[src/rtl/line_mem_arbiter.sv]
// -----------------------------------------------------------------------------
// line_mem_arbiter
//
// Purpose:
//    Arbitrates one line request at a time between the I-side and D-side line
//    caches and turns each grant into a BEATS-beat burst on the memory port.
//    Read beats are assembled into line_buf. The owning side sees a one-cycle
//    completion pulse in the DONE state that follows the last beat.
//    Fixed priority at IDLE: D write, then D read, then I read.
//
// Ports:
//    clk, rst                   clock, asynchronous active-low reset
//    i_line_read/addr           I-side line read request (held until resp)
//    i_line_rdata/resp          I-side returned line and completion pulse
//    d_line_read/write/addr     D-side read / writeback request (held until resp)
//    d_line_wdata               D-side writeback line
//    d_line_rdata/resp          D-side returned line and completion pulse
//    mem_read/mem_write         burst active (registered state outputs)
//    mem_addr                   line-aligned burst base address, 0 when idle
//    mem_wdata                  current write beat, selected by the beat counter
//    mem_rdata/mem_resp         memory beat data and beat handshake
// -----------------------------------------------------------------------------
module line_mem_arbiter #(
   parameter  int BEATS  = 4,
   parameter  int BEAT_W = 64,
   localparam int LINE_W = BEATS * BEAT_W
) (
   input  logic              clk,
   input  logic              rst,

   input  logic              i_line_read,
   input  logic [31:0]       i_line_addr,
   output logic [LINE_W-1:0] i_line_rdata,
   output logic              i_line_resp,

   input  logic              d_line_read,
   input  logic              d_line_write,
   input  logic [31:0]       d_line_addr,
   input  logic [LINE_W-1:0] d_line_wdata,
   output logic [LINE_W-1:0] d_line_rdata,
   output logic              d_line_resp,

   output logic              mem_read,
   output logic              mem_write,
   output logic [31:0]       mem_addr,
   output logic [BEAT_W-1:0] mem_wdata,
   input  logic [BEAT_W-1:0] mem_rdata,
   input  logic              mem_resp
);

   localparam int CNT_W = (BEATS > 1) ? $clog2(BEATS) : 1;
   localparam int OFF_W = $clog2(LINE_W / 8);

   localparam logic [31:0]      ALIGN_MASK = ~((32'd1 << OFF_W) - 32'd1);
   localparam logic [CNT_W-1:0] LAST_BEAT  = CNT_W'(BEATS - 1);

   typedef enum logic [2:0] {
      IDLE,
      I_RD,
      D_RD,
      D_WR,
      DONE
   } state_t;

   state_t            state;
   logic [CNT_W-1:0]  cnt;
   logic [31:0]       addr;
   logic [LINE_W-1:0] line_buf;
   logic [LINE_W-1:0] wr_buf;

   // NOTE: sequential state is updated with non-blocking assignments only, so
   // every register in this block sees the pre-edge value of every other one.
   always_ff @(posedge clk or negedge rst) begin
      if (!rst) begin
         state       <= IDLE;
         cnt         <= '0;
         addr        <= '0;
         // NOTE: line_buf and wr_buf are wide data registers, not RAMs; they are
         // reset explicitly because the returned-line outputs must read 0.
         line_buf    <= '0;
         wr_buf      <= '0;
         mem_read    <= 1'b0;
         mem_write   <= 1'b0;
         i_line_resp <= 1'b0;
         d_line_resp <= 1'b0;
      end else begin
         // Completion pulses last exactly one cycle (the DONE cycle).
         i_line_resp <= 1'b0;
         d_line_resp <= 1'b0;

         case (state)
            IDLE: begin
               if (d_line_write) begin
                  state     <= D_WR;
                  mem_write <= 1'b1;
                  addr      <= d_line_addr & ALIGN_MASK;
                  wr_buf    <= d_line_wdata;
                  cnt       <= '0;
               end else if (d_line_read) begin
                  state    <= D_RD;
                  mem_read <= 1'b1;
                  addr     <= d_line_addr & ALIGN_MASK;
                  cnt      <= '0;
               end else if (i_line_read) begin
                  state    <= I_RD;
                  mem_read <= 1'b1;
                  addr     <= i_line_addr & ALIGN_MASK;
                  cnt      <= '0;
               end
            end

            I_RD, D_RD, D_WR: begin
               // Without mem_resp the beat counter holds and the burst stays up.
               if (mem_resp) begin
                  if (state != D_WR) begin
                     line_buf[cnt*BEAT_W +: BEAT_W] <= mem_rdata;
                  end
                  cnt <= cnt + 1'b1;
                  if (cnt == LAST_BEAT) begin
                     state       <= DONE;
                     mem_read    <= 1'b0;
                     mem_write   <= 1'b0;
                     i_line_resp <= (state == I_RD);
                     d_line_resp <= (state != I_RD);
                  end
               end
            end

            // One cycle here keeps a still-high request from being re-granted
            // on the same edge its response is seen.
            DONE: state <= IDLE;

            default: state <= IDLE;
         endcase
      end
   end

   // Address is only presented while a burst is active.
   assign mem_addr  = (mem_read || mem_write) ? addr : 32'd0;
   assign mem_wdata = wr_buf[cnt*BEAT_W +: BEAT_W];

   assign i_line_rdata = line_buf;
   assign d_line_rdata = line_buf;

endmodule

[config.mk]
export PLATFORM = sky130hd
export DESIGN_NAME = line_mem_arbiter
export DESIGN_NICKNAME = d
export VERILOG_FILES = /design/src/rtl/line_mem_arbiter.sv
export SDC_FILE = /design/constraint.sdc
export NUM_CORES = 1
export LEC_CHECK = 0
export ABC_CLOCK_PERIOD_IN_PS = 3350
export CORE_AREA = 2 2 394 396
export CTS_BUF_LIST = sky130_fd_sc_hd__clkbuf_4
export CTS_CLUSTER_DIAMETER = 100
export DETAILED_ROUTE_END_ITERATION = 16
export DIE_AREA = 0 0 396 398
export GPL_ROUTABILITY_DRIVEN = 0
export RECOVER_POWER = 100
export SLEW_MARGIN = 25
export SYNTH_ARGS = -nofsm -noshare
export SYNTH_HDL_FRONTEND = slang
export SYNTH_SLANG_ARGS = --single-unit
[constraint.sdc]
create_clock -name clk -period 3.35 [get_ports clk]
set_input_delay 0.8375 -clock clk [delete_from_list [all_inputs] [get_ports clk]]
set_output_delay 0.8375 -clock clk [all_outputs]
set_load 0.005 [all_outputs]
# Word-level counts from Yosys, hierarchy flattened
# Index checks and enable logic that the tools add are counted.
[word_totals] input_bits=390 wordCells=68 output_inout_bits=612 regBits=553
[op_classes] n_reduce_logical=12 addsub=2 mux=30 n_eq_ne=12 shift=3
[op_table] op="bitwise mux 256 bit" n=1
[op_table] op="variable shift 64 x 34 -> 256 bit (first input constant)" n=1
[op_table] op="indexed part select 256 x 9 -> 64 bit" n=1
[op_table] op="indexed part select 64 x 34 -> 256 bit" n=1
[op_table] op="2-to-1 mux 32 bit" n=4
[op_table] op="negation 8 -> 34 bit" n=1
[op_table] op="2-to-1 mux 3 bit" n=5
[op_table] op="2-to-1 mux 1 bit" n=12
[op_table] op="AND reduction 3 bit" n=3
[op_table] op="2-to-1 mux 2 bit" n=4
[op_table] op="!= test 2 bit (second input constant)" n=4
[op_table] op="equality test 3 x 2 -> 1 bit (second input constant)" n=2
[op_table] op="one-hot mux 3 bit (2 select lines)" n=1
[op_table] op="AND reduction 5 bit" n=1
[op_table] op="!= test 4 bit (second input constant)" n=1
[op_table] op="one-hot mux 1 bit (2 select lines)" n=2
[op_table] op="one-hot mux 2 bit (2 select lines)" n=1
[op_table] op="AND reduction 2 bit" n=2
[op_table] op="AND reduction 4 bit" n=1
[op_table] op="equality test 3 x 1 -> 1 bit (second input constant)" n=1
[op_table] op="zero test 3 bit" n=1
[op_table] op="!= test 3 x 1 -> 1 bit (second input constant)" n=1
[op_table] op="!= test 3 x 2 -> 1 bit (second input constant)" n=1
[op_table] op="!= test 3 bit (second input constant)" n=1
[op_table] op="other kinds (6)" n=6

# Logic depth before layout (Yosys ltp)
# Gate-level depths: netlist (run 1).
[depth] word_depth=4 ltp_mapped=10 depth_no_buf=5

# Worst setup path before layout (run 1)
# Ideal clock, no wire load.
[synth_timing] path_type="register to register" start="register cnt[0]" end="register line_buf[192], in the netlist d_line_rdata[192]" period_less_slack_ps=2341 stages_incl_launch_ff=11 slack_ps=1009 arrival_time_ps=2258 setup_time_ps=83 n_path_buf=5 required_time_ps=3267 path_cell_list="dfrtp_1 > buf_2 > buf_4 > buf_2 > inv_1 > ha_1 > nor3b_1 > buf_2 > clkbuf_1 > nand2_1 > o21ai_0"
[synth_via] elab_chain_cells=3 elab_cells_between_ends=4 classes_between="add/sub: 1; shift: 2; mux: 1"
[synth_lines] item="from (decl)" line_no="66" source="logic [CNT_W-1:0] cnt;"
[synth_lines] item="from (signal assigned)" line_no="118" source="cnt <= cnt + 1'b1;"
[synth_lines] item="negation 8 -> 34 bit (*)" line_no="116" source="line_buf[cnt*BEAT_W +: BEAT_W] <= mem_rdata;"
[synth_lines] item="indexed part select 64 x 34 -> 256 bit or variable shift 64 x 34 -> 256 bit (tied branches)" line_no="116"
[synth_lines] item="bitwise mux 256 bit (*)" line_no="116"
[synth_lines] item="to (signal, indexed assignment)" line_no="116"
[synth_lines] item="to (decl)" line_no="68" source="logic [LINE_W-1:0] line_buf;"
# Every way passes the cells marked *; elsewhere a longest branch is shown, timed or not.
# A chain may end at the register's enable or synchronous reset.

# Final worst setup path (run 1)
[layout_timing] start="register cnt[0]" end="output port mem_wdata[44]"
[layout_via] elab_chain_cells=1
[layout_lines] item="indexed part select 256 x 9 -> 64 bit" line_no="140" source="assign mem_wdata = wr_buf[cnt*BEAT_W +: BEAT_W];"
[layout_lines] item="to (decl)" line_no="46" source="output logic [BEAT_W-1:0] mem_wdata,"
# Every way passes these cells.

==> impl_metrics.yaml, run 1 <==
yosys:
  syn_area_per_cell_sq_um: 12.7
  yosys.cell_types.count: 39
  synthCells: 2150
  ys_warn_count: 0
  async_reset_ff_frac: 1.00
  synth_edf_count: 0
  ys_seq_area_frac: 0.503
  synth_ff_type: "dfrtp_1"
  ys_ff_latch: 548
  syn_area_sq_um: 27300
worst_setup_path:
  worstPathMaxFanout: 7
  r2r_slack_ns: 0.40
  cp.required_ns: 2.51
  arrival_ns: 2.73
  startpoint_type: "register"
  crit_path_end_kind: "primary output"
  crit_start: "cnt[0]"
  critical_path_class: "register to primary output"
  r2r_start: "cnt[0]"
timing:
  max_clock_freq_mhz: 280
  timing.final.ws_setup_ns: -0.217
  fin_crit_ns: 3.57
  rsz0062_at_grt: "true"
  worst_pin_slew_ns: 1.81
  finClkSkew_ns: 0.0845
  drv_slew: 83
  slew_headroom: -0.204
  setup_viol: 52
  timing.setup.tns_ns: -4.44
  hold_viol: 0
  fin_crit_sh: 1.06
run_status:
  violations: "max-capacitance violations, max-slew violations, negative setup slack"
  status: "finished with violations"
placement:
  hpwl_microns: 100000
  port_buffers: 986
  postPlaceCellArea_sq_um: 37900
  dp.cells: 4898
global_route:
  use_met2: 0.260
  antenna_found_initial: 29
  grt_pass1_wl_microns: 172000
  busiest_layer: "met2"
  grtUsageTotal: 0.157
  grt_max_degree: 85
  first_global_vias: 20900
  grt_use_met3: 0.0642
  overflow: 0
  grtUsageMet1: 0.183
routing:
  antenna_left: 0
  drc_errors: 0
  via_per_inst: 3.81
  routedWlPerCell_microns: 24.3
  routed_wl_microns: 127000
  drt_pass1_iterations: 5
  num_vias: 20000
  drt_first_iter_violations: 1208
die:
  core_sq_um: 153000
  fp.dieW_microns: 396
  die_y_microns: 398
  ios: 1002
  start_util: 0.178
  die_area_sq_um: 158000
  row_count: 144
cells_and_area:
  fin_cells: 5230
  postLayoutCellArea_sq_um: 40400
  final.fill_count: 16100
  final_layout_size_suffix_gt1_frac: 0.260
  area_growth_syn_to_layout_pct: 48.0
  finalNetCount: 3456
  post-route-util: 0.263
min_path:
  hp-class: "input port to register"
  min_from: "d_line_wdata[47]"
clocking:
  cts_buffers: 160
  cts_htree_levels: 4
  cts_tree: "yes"
  cts_root_buf: "clkbuf_4"
  clk_pin_slew_ns: 0.06
  clock_sinks: 548
  clk_latency_ns: 1.11
  cts_buffer_depth: 3
power_and_ir_drop:
  p_per_area_nw_per_um2: 935
  p_total_mw: 37.7
  p_leak_nw: 17.7
  ir_worst_vdd_mv: 0.551
job:
  maxCapViolations: 2
-- registers in the layout (all words and copies together), names as in the netlist --
name and cells:
cnt 2, mem_write 1, i_line_resp 1, state 3, addr 27, d_line_resp 1, mem_read 1, d_line_rdata 256
wr_buf 256
-- through the flow --
step / hold slack (ns) / setup slack, ns
final: 0.351 / -0.217
after global routing: 0.168 / -0.412
after CTS: 0.0895 / -0.461
after detailed placement: 0.473 / 0.384
after global placement: 0.465 / 0.397
after floorplan: 0.456 / 1.01
-- report_power, final --
part           internal, mW  total (mW)  switching (mW)
Clock                  3.19        6.36            3.17
Combinational          11.2        19.4            8.24
Sequential             9.46        12.0            2.52
Total                  23.8        37.7            13.9
-- cells in the mapped netlist, types with 4 or more instances --
library cell | count | area [sq um]
dfrtp_1 | 548 | 13700
buf_4 | 279 | 2090
nand2_1 | 259 | 972
mux2_4 | 240 | 3600
inv_1 | 196 | 736
mux2i_1 | 192 | 1920
o21ai_0 | 130 | 651
mux4_2 | 64 | 1440
mux2_2 | 62 | 698
clkbuf_1 | 49 | 184
nor2b_1 | 29 | 181
buf_12 | 26 | 521
buf_2 | 23 | 115
mux2_1 | 8 | 90.1
a21oi_1 | 5 | 25.0
ha_1 | 5 | 62.6
nand3_1 | 4 | 20.0
nor2_1 | 4 | 15.0
nor3b_1 | 4 | 30.0
-- worst max-delay path: stages, from the launching register on --
cell     delay, ns
dfrtp_4       0.50
buf_12        0.15
buf_16        0.15
buf_12        0.15
buf_12        0.13
mux4_2        0.43
buf_2         0.15
-- logic make-up (layout without fill, tap and decap cells) --
logic type      count (synthesis)  count (layout)  synth area share
xor+xnor                        2               2          0.000918
compound gates                141             141            0.0264
flops                         548             548             0.503
buf+inv                       578            1591             0.135
simple gates                  309             310            0.0475
fa+ha+maj                       5               5           0.00229
mux                           566             566             0.284
other cells                     1              23          0.000138
-- path summary, 6_finish.rpt --
check | end | cells past startpoint
setup / recovery | mem_wdata[44] | 6
hold / removal | wr_buf[47] | 2
setup reg to reg | d_line_rdata[126] | 9
hold reg to reg | addr[24] | 1
max in group asynchronous | d_line_rdata[75] | 4
min in group asynchronous | wr_buf[213] | 2
-- layout by cell type, fill, tap and decap left out, types with 3 or more instances in the layout --
| cell | count |
|---|---|
| mux2_4 | 240 |
| mux4_2 | 64 |
| clkbuf_1 | 9 |
| nor3b_2 | 3 |
| conb_1 | 5 |
| clkdlybuf4s50_1 | 892 |
| inv_1 | 196 |
| inv_6 | 7 |
| buf_4 | 53 |
| nor2_4 | 3 |
| dfrtp_2 | 4 |
| dfrtp_1 | 542 |
| diode_2 | 18 |
| buf_8 | 6 |
| clkbuf_4 | 230 |
| buf_6 | 65 |
| buf_2 | 19 |
| ha_1 | 5 |
| buf_12 | 33 |
| clkinv_1 | 27 |
| mux2_1 | 8 |
| dlygate4sd2_1 | 21 |
| nor2b_1 | 28 |
| nand2_1 | 259 |
| clkbuf_2 | 12 |
| a21oi_1 | 5 |
| clkdlybuf4s15_1 | 7 |
| mux2_2 | 62 |
| o21ai_0 | 130 |
| mux2i_1 | 192 |
| nor2_1 | 4 |
| nand3_4 | 4 |
-- metal layers --
metal / part of all wire / up-vias
met5: 0.00067 / -
met2: 0.48 / 882
li1: - / 8828
met4: 0.029 / 14
met3: 0.094 / 178
met1: 0.40 / 10000
-- timing repair --
item | in CTS | in global routing
setup buffers | 43 | 3
hold endpoints to repair | 57 | 0
setup endpoints to repair | 97 | 64
pin swaps | 2 | 0
hold buffers | 1 | 0
cloned | 4 | 0
gates resized for setup | 398 | 13
-- final cells by class --
class,instances,area [sq um],share of cell area
Inverter,196,736,0.0182
Antenna cell,18,45.0,0.00112
Multi-Input combinational cell,1029,9990,0.247
Tap cell,2044,2560,0.0634
Clock buffer,225,1690,0.0419
Timing Repair Buffer,1126,11400,0.282
Clock inverter,44,256,0.00636
Sequential cell,548,13700,0.340
Note: power is estimated with default switching activity, not from simulation.
==> inputs of run 2 (changes only) <==
--- a/config.mk
+++ b/config.mk
@@ -6,13 +6,17 @@
 export NUM_CORES = 1
 export LEC_CHECK = 0
 export ABC_CLOCK_PERIOD_IN_PS = 3350
-export CORE_AREA = 2 2 394 396
+export CELL_PAD_IN_SITES_DETAIL_PLACEMENT = 1
+export CELL_PAD_IN_SITES_GLOBAL_PLACEMENT = 1
+export CORE_AREA = 2 2 384 386
 export CTS_BUF_LIST = sky130_fd_sc_hd__clkbuf_4
 export CTS_CLUSTER_DIAMETER = 100
 export DETAILED_ROUTE_END_ITERATION = 16
-export DIE_AREA = 0 0 396 398
+export DIE_AREA = 0 0 386 388
 export GPL_ROUTABILITY_DRIVEN = 0
+export PLACE_DENSITY_LB_ADDON = 0.1
 export RECOVER_POWER = 100
+export SETUP_SLACK_MARGIN = 0.4
 export SLEW_MARGIN = 25
 export SYNTH_ARGS = -nofsm -noshare
 export SYNTH_HDL_FRONTEND = slang
==> run 2 against run 1 <==
The flow still finishes with violations (max-capacitance violations, max-slew violations, negative setup slack). Non-clock buffer count increased by 173. Core utilization increased by 3.0 points. Setup slack improved by 0.14 ns. Clock skew about the same. First-iteration DRC count decreased by 40%. Clock power increased by 6.6%. Critical path depth decreased by 1. Flip-flop and latch count unchanged. Routed wire length increased by 2.2%. Critical endpoint is now mem_wdata[8].
==> impl_metrics.yaml, run 2 (same netlist as run 1, synthesis figures left out) <==
timing:
  slew_headroom: -0.399
  rsz0062_at_grt: "true"
  worst_pin_slew_ns: 2.10
  timing.final.ws_setup_ns: -0.0736
  fin_crit_sh: 1.02
  holdWs_ns: 0.335
  finClkSkew_ns: 0.0846
  max_clock_freq_mhz: 292
  setup_viol: 36
  drv_slew: 61
  hold_viol: 0
  fin_crit_ns: 3.42
die:
  core_sq_um: 145000
  die_y_microns: 388
  fp.dieW_microns: 386
  start_util: 0.188
  die_area_sq_um: 150000
  row_count: 140
  ios: 1002
global_route:
  overflow: 0
  antenna_found_initial: 65
  grt_pass1_wl_microns: 178000
  grtUsageTotal: 0.169
  grt_max_degree: 83
  first_global_vias: 22600
clocking:
  cts_htree_levels: 4
  clock_sinks: 548
  clk_pin_slew_ns: 0.06
  cts_buffers: 178
  cts_tree: "yes"
  cts_buffer_depth: 3
  clk_latency_ns: 1.11
  cts_root_buf: "clkbuf_4"
worst_setup_path:
  startpoint_type: "register"
  crit_path_end_kind: "primary output"
  cpPeakStageDelay_ns: 0.51
  worstPathMaxFanout: 6
  critPathSlowestCell: "dfrtp_4"
  critical_path_class: "register to primary output"
  critPathMostFrequentCell: "buf_12"
  path_cells: "buf_12, buf_16, buf_12, mux4_2, buf_6"
  arrival_ns: 2.59
  cp.required_ns: 2.51
cells_and_area:
  finalNetCount: 3646
  final_layout_size_suffix_gt1_frac: 0.341
  post-route-util: 0.293
  area_growth_syn_to_layout_pct: 56.2
  final.fill_count: 16000
  final_cell_mix: "dfrtp_1 (457), clkdlybuf4s50_1 (378), dlymetal6s2s_1 (314)"
  layout_commonest_cell: "dfrtp_1"
placement:
  post-place-ws_ns: 0.367
  port_buffers: 986
  hpwl_microns: 94800
power_and_ir_drop:
  p_leak_nw: 24.8
  p_total_mw: 38.3
  ir_worst_vdd_mv: 0.464
  p_per_area_nw_per_um2: 900
routing:
  routedWlPerCell_microns: 24.5
  drc_errors: 0
  drt_first_iter_violations: 720
  via_per_inst: 3.89
  routed_wl_microns: 130000
  antenna_left: 0
  drt_pass1_iterations: 5
  num_vias: 20600
min_path:
  hp-class: "input port to register"
run_status:
  violations: "max-capacitance violations, max-slew violations, negative setup slack"
  status: "finished with violations"
job:
  maxCapViolations: 1
run 2: cell count changes in the layout (fill, tap and decap cells not counted), moves of 13 or more:
cell,change
clkdlybuf4s50_1,-514
dlymetal6s2s_1,+314
dlygate4sd2_1,+168
buf_4,+157
dfrtp_1,-85
dfrtp_2,+85
buf_6,+24
clkbuf_4,+18
buf_2,+13
nor2b_1,-13
nor2b_4,+13
run 2: final timing paths:
path / from / end / slack [ns] / cells after the start
worst max-delay path: cnt[0] / mem_wdata[8] / -0.07 / 5
worst min-delay path: d_line_wdata[13] / wr_buf[13] / 0.34 / 2
worst max register to register: cnt[0] / d_line_rdata[185] / 0.36 / 11
worst min register to register: addr[24] / addr[24] / 0.49 / 1
max in group asynchronous: rst / wr_buf[103] / 0.09 / 3
min in group asynchronous: rst / d_line_rdata[242] / 0.91 / 2
run 2: power by group:
part | internal, mW | switching, mW
clock network | 3.49 | 3.29
registers | 9.53 | 2.27
logic | 11.6 | 8.18
total | 24.6 | 13.7
run 2: worst max-delay path: cells and delay by family (launching register included):
family / cells / cell delay [ns]
buffers and inverters: 4 / 0.60
DFF: 1 / 0.51
muxes: 1 / 0.42
run 2: area by class of cell:
type	count	area (sq um)	area share
Clock buffer	245	1840	0.0432
Antenna cell	26	65.1	0.00153
Clock inverter	47	260	0.00611
Timing Repair Buffer	1299	13400	0.315
Multi-Input combinational cell	1028	10100	0.236
Tap cell	1917	2400	0.0563
Inverter	196	736	0.0173
Sequential cell	548	13800	0.325
run 2: what timing repair did:
action | CTS | global route
hold buffers | 1 | 0
setup endpoints to repair | 613 | 444
setup buffers | 98 | 129
hold endpoints to repair | 41 | 0
gates resized for setup | 790 | 384
gates cloned | 6 | 0
pin swaps | 1 | 1
run 2: layer usage:
metal	vias to the layer above	wire length [microns]	track usage
li1	9192	-	-
met2	807	67000	0.305
met5	-	398	0
met3	243	10600	0.0624
met1	10300	49000	0.184
met4	64	2920	0.0490
run 2: through the flow:
step | instances | setup TNS [ns] | cell area [sq um]
floorplan | 2154 | 0 | 27300
global placement | 4754 | 0 | 37600
detailed placement | 4754 | 0 | 37600
CTS | 5151 | -16.02 | 40700
global route | 5293 | -32.22 | 42600
finish | 5306 | -1.32 | 42600
